`config.mk`:
```
export PLATFORM = sky130hd
export DESIGN_NAME = decode_regread
export DESIGN_NICKNAME = d
export VERILOG_FILES = /design/src/rtl/riscv_pkg.sv /design/src/rtl/reg_file.sv /design/src/rtl/decode_regread.sv
export SDC_FILE = /design/constraint.sdc
export NUM_CORES = 2
export LEC_CHECK = 0
export CAP_MARGIN = 40
export CORE_MARGIN = 2
export CORE_UTILIZATION = 45
export CTS_CLUSTER_DIAMETER = 100
export DETAILED_ROUTE_END_ITERATION = 10
export HOLD_SLACK_MARGIN = 0.06
export SLEW_MARGIN = 20
export SYNTH_ARGS = -nofsm -noshare
export SYNTH_HDL_FRONTEND = slang
export SYNTH_HIERARCHICAL = 1
export SYNTH_SLANG_ARGS = --single-unit
export TNS_END_PERCENT = 5
```
`constraint.sdc`:
```
create_clock -name clk -period 2.85 [get_ports clk]
set_input_delay 0.57 -clock clk [delete_from_list [all_inputs] [get_ports clk]]
set_output_delay 0.57 -clock clk [all_outputs]
set_load 0.01 [all_outputs]
```
`src/rtl/riscv_pkg.sv`:
```
// riscv_pkg: RV32I opcode constants, immediate format enum and decode helpers
// shared by the decode/register-read stage.
package riscv_pkg;

  localparam int XLEN_DEFAULT = 32;

  localparam logic [6:0] OP_IMM   = 7'b0010011;
  localparam logic [6:0] OP       = 7'b0110011;
  localparam logic [6:0] LUI      = 7'b0110111;
  localparam logic [6:0] AUIPC    = 7'b0010111;
  localparam logic [6:0] JAL      = 7'b1101111;
  localparam logic [6:0] JALR     = 7'b1100111;
  localparam logic [6:0] BRANCH   = 7'b1100011;
  localparam logic [6:0] LOAD     = 7'b0000011;
  localparam logic [6:0] STORE    = 7'b0100011;
  localparam logic [6:0] MISC_MEM = 7'b0001111;
  localparam logic [6:0] SYSTEM   = 7'b1110011;

  typedef enum logic [2:0] {
    FMT_I    = 3'd0,
    FMT_S    = 3'd1,
    FMT_B    = 3'd2,
    FMT_U    = 3'd3,
    FMT_J    = 3'd4,
    FMT_NONE = 3'd5
  } imm_fmt_t;

  // Opcodes belonging to the RV32I base set (FENCE and ECALL/EBREAK included).
  function automatic logic opcode_legal(input logic [6:0] opcode);
    logic legal;
    case (opcode)
      OP_IMM, OP, LUI, AUIPC, JAL, JALR,
      BRANCH, LOAD, STORE, MISC_MEM, SYSTEM: legal = 1'b1;
      default:                               legal = 1'b0;
    endcase
    return legal;
  endfunction

  // Immediate layout selected by opcode; FENCE/SYSTEM carry no immediate here.
  function automatic imm_fmt_t imm_fmt(input logic [6:0] opcode);
    imm_fmt_t fmt;
    case (opcode)
      OP_IMM, LOAD, JALR: fmt = FMT_I;
      STORE:              fmt = FMT_S;
      BRANCH:             fmt = FMT_B;
      LUI, AUIPC:         fmt = FMT_U;
      JAL:                fmt = FMT_J;
      default:            fmt = FMT_NONE;
    endcase
    return fmt;
  endfunction

  // Sign-extended immediate; shift-immediates carry an unsigned shamt only.
  function automatic logic [31:0] imm_gen(input logic [31:0] instr, input imm_fmt_t fmt);
    logic [31:0] imm;
    case (fmt)
      FMT_I: begin
        if ((instr[6:0] == OP_IMM) &&
            ((instr[14:12] == 3'b001) || (instr[14:12] == 3'b101))) begin
          imm = {27'd0, instr[24:20]};
        end else begin
          imm = {{20{instr[31]}}, instr[31:20]};
        end
      end
      FMT_S:   imm = {{20{instr[31]}}, instr[31:25], instr[11:7]};
      FMT_B:   imm = {{19{instr[31]}}, instr[31], instr[7], instr[30:25], instr[11:8], 1'b0};
      FMT_U:   imm = {instr[31:12], 12'd0};
      FMT_J:   imm = {{11{instr[31]}}, instr[31], instr[19:12], instr[20], instr[30:21], 1'b0};
      default: imm = 32'd0;
    endcase
    return imm;
  endfunction

endpackage

```
`src/rtl/reg_file.sv`:
```
// reg_file: integer register file, two asynchronous read ports, one
// synchronous write port, synchronous clear. x0 always reads zero.
// Build option RF_BYPASS_EN: a same-cycle write to a read index is forwarded
// to that read port (write-first); without it reads return the old value.
module reg_file #(
  parameter int XLEN      = 32,
  parameter int REG_COUNT = 32,
  parameter int AW        = 5
) (
  input  logic            clk,
  input  logic            rst,
  input  logic            we,
  input  logic [AW-1:0]   waddr,
  input  logic [XLEN-1:0] wdata,
  input  logic [AW-1:0]   raddr1,
  input  logic [AW-1:0]   raddr2,
  output logic [XLEN-1:0] rdata1,
  output logic [XLEN-1:0] rdata2
);

  logic [XLEN-1:0] r_regs [REG_COUNT];
  logic            w_we_eff;

  // Writes aimed at x0 are dropped so it stays zero.
  assign w_we_eff = we & (waddr != '0);

  // Storage: clear everything on reset, otherwise take the writeback.
  always_ff @(posedge clk) begin
    if (rst) begin
      for (int i = 0; i < REG_COUNT; i++) begin
        r_regs[i] <= '0;
      end
    end else if (w_we_eff) begin
      r_regs[waddr] <= wdata;
    end else begin
      r_regs[waddr] <= r_regs[waddr];
    end
  end

  // Read port 1: x0 forced to zero, optional write-first forwarding.
  always_comb begin
    if (raddr1 == '0) begin
      rdata1 = '0;
    end
`ifdef RF_BYPASS_EN
    else if (w_we_eff && (waddr == raddr1)) begin
      rdata1 = wdata;
    end
`endif
    else begin
      rdata1 = r_regs[raddr1];
    end
  end

  // Read port 2: same behaviour as port 1.
  always_comb begin
    if (raddr2 == '0) begin
      rdata2 = '0;
    end
`ifdef RF_BYPASS_EN
    else if (w_we_eff && (waddr == raddr2)) begin
      rdata2 = wdata;
    end
`endif
    else begin
      rdata2 = r_regs[raddr2];
    end
  end

endmodule

```
`src/rtl/decode_regread.sv`:
```
// decode_regread: RV32I decode + register-read stage feeding the ALU.
// Splits instruction fields, builds the immediate, reads rs1/rs2 and holds
// the bundle in a one-deep valid/ready output register. Owns the register
// file, written through the writeback port.
// Build option RF_BYPASS_EN: forward same-cycle writeback to operand reads.
module decode_regread
  import riscv_pkg::*;
#(
  parameter int XLEN      = XLEN_DEFAULT,
  parameter int REG_COUNT = 32
) (
  input  logic            clk,
  input  logic            rst,
  input  logic            in_valid,
  output logic            in_ready,
  input  logic [31:0]     in_instr,
  input  logic [XLEN-1:0] in_pc,
  input  logic            flush,
  input  logic            wb_en,
  input  logic [4:0]      wb_rd,
  input  logic [XLEN-1:0] wb_data,
  output logic            out_valid,
  input  logic            out_ready,
  output logic [6:0]      out_opcode,
  output logic [2:0]      out_funct3,
  output logic [6:0]      out_funct7,
  output logic [4:0]      out_rd,
  output logic [XLEN-1:0] out_rs1_val,
  output logic [XLEN-1:0] out_rs2_val,
  output logic [XLEN-1:0] out_imm,
  output logic [XLEN-1:0] out_pc,
  output logic            out_illegal
);

  logic            w_accept;
  logic            w_legal;
  imm_fmt_t        w_fmt;
  logic [XLEN-1:0] w_imm;
  logic [4:0]      w_rd;
  logic [XLEN-1:0] w_rs1_val;
  logic [XLEN-1:0] w_rs2_val;

  logic            r_valid;
  logic [6:0]      r_opcode;
  logic [2:0]      r_funct3;
  logic [6:0]      r_funct7;
  logic [4:0]      r_rd;
  logic [XLEN-1:0] r_rs1_val;
  logic [XLEN-1:0] r_rs2_val;
  logic [XLEN-1:0] r_imm;
  logic [XLEN-1:0] r_pc;
  logic            r_illegal;

  // Free slot whenever nothing is held or the ALU drains the held bundle.
  assign in_ready = ~r_valid | out_ready;
  assign w_accept = in_valid & in_ready;

  reg_file #(
    .XLEN      (XLEN),
    .REG_COUNT (REG_COUNT),
    .AW        (5)
  ) u_reg_file (
    .clk    (clk),
    .rst    (rst),
    .we     (wb_en),
    .waddr  (wb_rd),
    .wdata  (wb_data),
    .raddr1 (in_instr[19:15]),
    .raddr2 (in_instr[24:20]),
    .rdata1 (w_rs1_val),
    .rdata2 (w_rs2_val)
  );

  // Decode the incoming word: legality, immediate and destination index.
  always_comb begin
    w_legal = opcode_legal(in_instr[6:0]);
    w_fmt   = imm_fmt(in_instr[6:0]);
    if (!w_legal) begin
      w_imm = '0;
      w_rd  = 5'd0;
    end else begin
      w_imm = XLEN'($signed(imm_gen(in_instr, w_fmt)));
      if ((w_fmt == FMT_S) || (w_fmt == FMT_B)) begin
        w_rd = 5'd0;
      end else begin
        w_rd = in_instr[11:7];
      end
    end
  end

  // Output register: flush wins over accept; a drain without accept only
  // drops valid so the bundle fields stay as they were.
  always_ff @(posedge clk) begin
    if (rst) begin
      r_valid   <= 1'b0;
      r_opcode  <= 7'd0;
      r_funct3  <= 3'd0;
      r_funct7  <= 7'd0;
      r_rd      <= 5'd0;
      r_rs1_val <= '0;
      r_rs2_val <= '0;
      r_imm     <= '0;
      r_pc      <= '0;
      r_illegal <= 1'b0;
    end else if (flush) begin
      r_valid <= 1'b0;
    end else if (w_accept) begin
      r_valid   <= 1'b1;
      r_opcode  <= in_instr[6:0];
      r_funct3  <= in_instr[14:12];
      r_funct7  <= in_instr[31:25];
      r_rd      <= w_rd;
      r_rs1_val <= w_rs1_val;
      r_rs2_val <= w_rs2_val;
      r_imm     <= w_imm;
      r_pc      <= in_pc;
      r_illegal <= ~w_legal;
    end else if (out_ready) begin
      r_valid <= 1'b0;
    end else begin
      r_valid <= r_valid;
    end
  end

  assign out_valid   = r_valid;
  assign out_opcode  = r_opcode;
  assign out_funct3  = r_funct3;
  assign out_funct7  = r_funct7;
  assign out_rd      = r_rd;
  assign out_rs1_val = r_rs1_val;
  assign out_rs2_val = r_rs2_val;
  assign out_imm     = r_imm;
  assign out_pc      = r_pc;
  assign out_illegal = r_illegal;

endmodule
```
==> results by group <==
Outcome
  – Status: finished clean

Setup path
  – CP max FO: 26
  – Cell repeated most along the worst path: buf_4
  – CP Data Required Time: 3.46 ns
  – Crit. End Element: register
  – CP max stage delay: 0.67 ns
  – Startpoint Class: input pin
  – Worst-path cell chain: clkdlybuf4s50_1 -> buf_12 -> and2_2 -> buf_4 -> a22o_1 -> a2111oi_0 -> buf_4 -> nor3_1 -> nand2_1 -> a21oi_1
  – RR Endpoint: out_rs1_val[7]$_SDFFE_PP0P_
  – Origin of the critical flop-to-flop path: u_reg_file/r_regs[14][7]$_SDFFCE_PN0P_
  – Critical Path AT: 3.21 ns
  – Critical path class: input pin to register
  – CP bufs+invs: 4
  – Reg2reg path depth: 7
  – Top delay family on crit path: buffers and inverters
  – R2R setup slack: 0.43 ns
  – Critical path's slowest cell: a2111oi_0

Power
  – Switch Pwr: 10630 uW
  – Lkg Pwr: 0.02592 uW
  – Clk network pwr share: 40.6%
  – Sw Ratio: 24.55%
  – Seq pwr share: 46.5%
  – Comb power frac: 12.8%
  – Power per cell area: 592.0 nW/um^2
  – Maximum vdd drop: 0.5559 mV
  – Internal power: 32660 uW

Synthesis
  – Flops & latches, synth: 1176
  – Post-synth top flop: edfxtp_1
  – Mapped Area: 59920 um^2
  – Syn avg cell area: 14.28 um^2
  – XOR/XNOR share of the synthesized area: 0.01462%
  – Synth Area in Adders: 0%
  – Dominant combinational cell family by area after synthesis: multiplexers
  – Seq/Total Area, Yosys: 56.40%
  – Synth Area in Simple Gates: 14.08%
  – Complex-gate fraction of the synthesized area: 5.275%
  – Post-synthesis mux area share: 20.83%
  – Count of cell types in the netlist: 66
  – Fraction of registers with async set or reset after synthesis: 0%
  – Number of synthesized flops with an enable pin: 1024
  – Yosys Warn Count: 6
  – Post-synthesis cell count: 4197

STA
  – Max_slew headroom: 40.38%
  – Final hold violations: 0
  – Fin crit share: 91.06%
  – Measured slew at the worst slew-check pin: 0.8944 ns
  – Setup Viol. Count Final: 0
  – Fmax: 385.3 MHz
  – RSZ-0062 raised after global routing: false
  – Crit path time final: 2.595 ns
  – Sum of negative setup slack: 0 ns
  – Final Skew: 0.02223 ns
  – Slew Limit Fails: 0

Clocking
  – CTS sink count: 1176
  – Post-cts resize count: 0
  – # hold bufs at CTS: 0
  – CTS root buffer: clkbuf_16
  – Clock slew at reported path FFs: 0.06 ns
  – Setup Fix Bufs, Post-CTS: 0
  – CTS max path bufs: 3
  – H-tree depth: 4
  – Clk Latency, worst-skew pair: 0.78 ns
  – Clock tree from TritonCTS: done
  – Cts bufs inserted: 136

Min path
  – Min-delay worst type: input pin to register
  – Hold Crit Start: in_pc[31]
  – Hold path cells: 3
  – Worst hold endpoint: out_pc[31]$_SDFFE_PP0P_

Global route
  – Initial antenna violation count: 5
  – First-pass GRT wire length: 292.9 mm
  – Vias in the first global route: 40554
  – Largest net degree at the start of global routing: 119
  – Remaining global-route overflow: 0
  – Gr usage total: 30.14%

Place
  – Routability cong.: 0.8985
  – DP Area: 68660 um^2
  – DPL Wire Length: 139.8 mm
  – # port buffers: 259

Routing
  – Routed wire length: 205.0 mm
  – DRC Markers: 0
  – Via/cell ratio: 6.125
  – Vias post-DR: 40222
  – Iter 0 DRT Violations: 5044
  – DR WL/cell: 31.21 um
  – Detailed Routing Iterations Pass 1: 5
  – Post-DRT Antenna Nets: 0

Finish
  – Area growth, synth to finish: 22.04%
  – Fraction of layout cells with a size suffix above 1: 27.48%
  – Multi-input gate area: 24410 um^2
  – Commonest non-fill, non-tap cell in the layout: edfxtp_1
  – Final net count: 4805
  – Most frequent cells in the layout: edfxtp_1 (1024), and2_1 (996), mux4_2 (472)
  – Fill cell count: 10639
  – Sequential standard cell area: 33790 um^2
  – Post-route cell area: 73120 um^2

Die
  – Ports: 260
  – Core box area: 131800 um^2
  – Rows: 133
  – DIE WIDTH: 368.9 um
  – Die area: 136100 um^2
  – Starting Density: 45.46%
  – Die Ht: 368.9 um

Flow run
  – Max-cap viol count: 0
cell families (layout without fill, tap and decap cells):
| kind of cell | count (synthesis) | after routing |
|---|---|---|
| and+or+nand+nor | 1471 | 1471 |
| DFF | 1176 | 1176 |
| muxes | 653 | 653 |
| AOI/OAI and AO/OA | 449 | 449 |
| buffers and inverters | 446 | 1028 |
| other | 1 | 34 |
| xor gates and xnor gates | 1 | 1 |
worst max-delay path by stage:
stage | from | endpoint | slack [ns] | cells past startpoint
2_1_floorplan | wb_rd[1] | u_reg_file/r_regs[12][0]$_SDFFCE_PN0P_ | 0.36 | 4
3_3_place_gp | in_instr[18] | out_rs1_val[7]$_SDFFE_PP0P_ | -0.53 | 10
3_5_place_dp | in_instr[18] | out_rs1_val[7]$_SDFFE_PP0P_ | -0.43 | 10
4_1_cts | out_valid$_SDFFE_PP0P_ | in_ready | 0.28 | 3
5_1_grt | in_instr[18] | out_rs1_val[7]$_SDFFE_PP0P_ | 0.24 | 10
6_report | in_instr[18] | out_rs1_val[7]$_SDFFE_PP0P_ | 0.25 | 10
per-layer routing:
| metal | vias up | share of wire (%) | track usage [%] |
|---|---|---|---|
| li1 | 16931 | - | - |
| met1 | 20700 | 40 | 41.08 |
| met2 | 2208 | 47 | 47.88 |
| met3 | 381 | 8.4 | 4.935 |
| met4 | 2 | 4.5 | 13.11 |
| met5 | - | 0.0063 | 0 |
cell type report:
| type | instances | area share [%] |
|---|---|---|
| clock inverters | 67 | 0.9394 |
| well taps | 1755 | 3.003 |
| flip-flops and latches | 1176 | 46.21 |
| multi-input cells | 2606 | 33.38 |
| diodes | 2 | 0.006844 |
| clock buffers | 183 | 5.154 |
| repair buffers | 774 | 11.28 |
| inverters | 4 | 0.02053 |
state kept, by name, indices dropped and copies added (netlist names):
register and count:
out_illegal 1, out_funct7 7, out_rs1_val 32, out_valid 1, out_imm 32, u_reg_file/r_regs 1024
out_rd 5, out_opcode 7, out_rs2_val 32, out_funct3 3, out_pc 32
synthesized netlist by cell type (all sizes together), types with 2 or more instances:
cell | instances | area (um^2)
mux2 | 31 | 349.1
or2 | 34 | 212.7
o22ai | 103 | 644.4
nand2b | 6 | 37.54
nand2 | 253 | 949.7
nor2 | 58 | 217.7
o21ai | 16 | 117.6
a2111o | 2 | 22.52
a21oi | 137 | 689.4
mux4 | 472 | 10630
nand4b | 3 | 26.28
a32o | 5 | 50.05
buf | 134 | 867.1
and3 | 6 | 37.54
nand4bb | 2 | 22.52
nor4b | 3 | 32.53
a21o | 10 | 75.07
nand3 | 5 | 25.02
clkbuf | 308 | 1156
a221oi | 5 | 43.79
nor3b | 2 | 20.02
a32oi | 6 | 52.55
a211oi | 7 | 52.55
mux2i | 150 | 1501
inv | 4 | 15.01
nand3b | 7 | 52.55
a2111oi | 56 | 560.5
nor3 | 58 | 295.3
or3 | 3 | 18.77
and2 | 997 | 6237
a221o | 2 | 20.02
a22oi | 38 | 285.3
nor2b | 17 | 106.4
a22o | 55 | 481.7
nor4 | 7 | 50.05
dfxtp | 152 | 3043
edfxtp | 1024 | 30750
or3b | 5 | 43.79
stage by stage:
step	worst slack [ns]	hold WS, ns	util (%)	power (uW)	cells
after global placement	-0.5347	0.4389	52.08	25930	6311
final	0.2548	0.3555	55.48	43290	6567
after floorplan	0.3593	0.4761	-	23170	4228
after detailed placement	-0.4324	0.4433	52.10	25990	6315
after global routing	0.2375	0.3497	55.48	44480	6565
after CTS	0.2813	0.3151	55.48	43460	6565
tightest hold or removal path, delay by kind of cell:
kind | cells | cell delay, ns
buf+inv | 1 | 0.40
compound gates | 1 | 0.05
simple gates | 1 | 0.06
power by group through the flow:
| stage | clock [uW] | sequential (uW) | combinational [uW] |
|---|---|---|---|
| final | 17600 | 20100 | 5540 |
| after global routing | 18500 | 20200 | 5750 |
| after CTS | 17800 | 20100 | 5530 |
| after detailed placement | 0 | 20500 | 5510 |
| after global placement | 0 | 20400 | 5490 |
| after floorplan | 0 | 20300 | 2870 |
No activity file was read; power rests on OpenSTA's default activity.
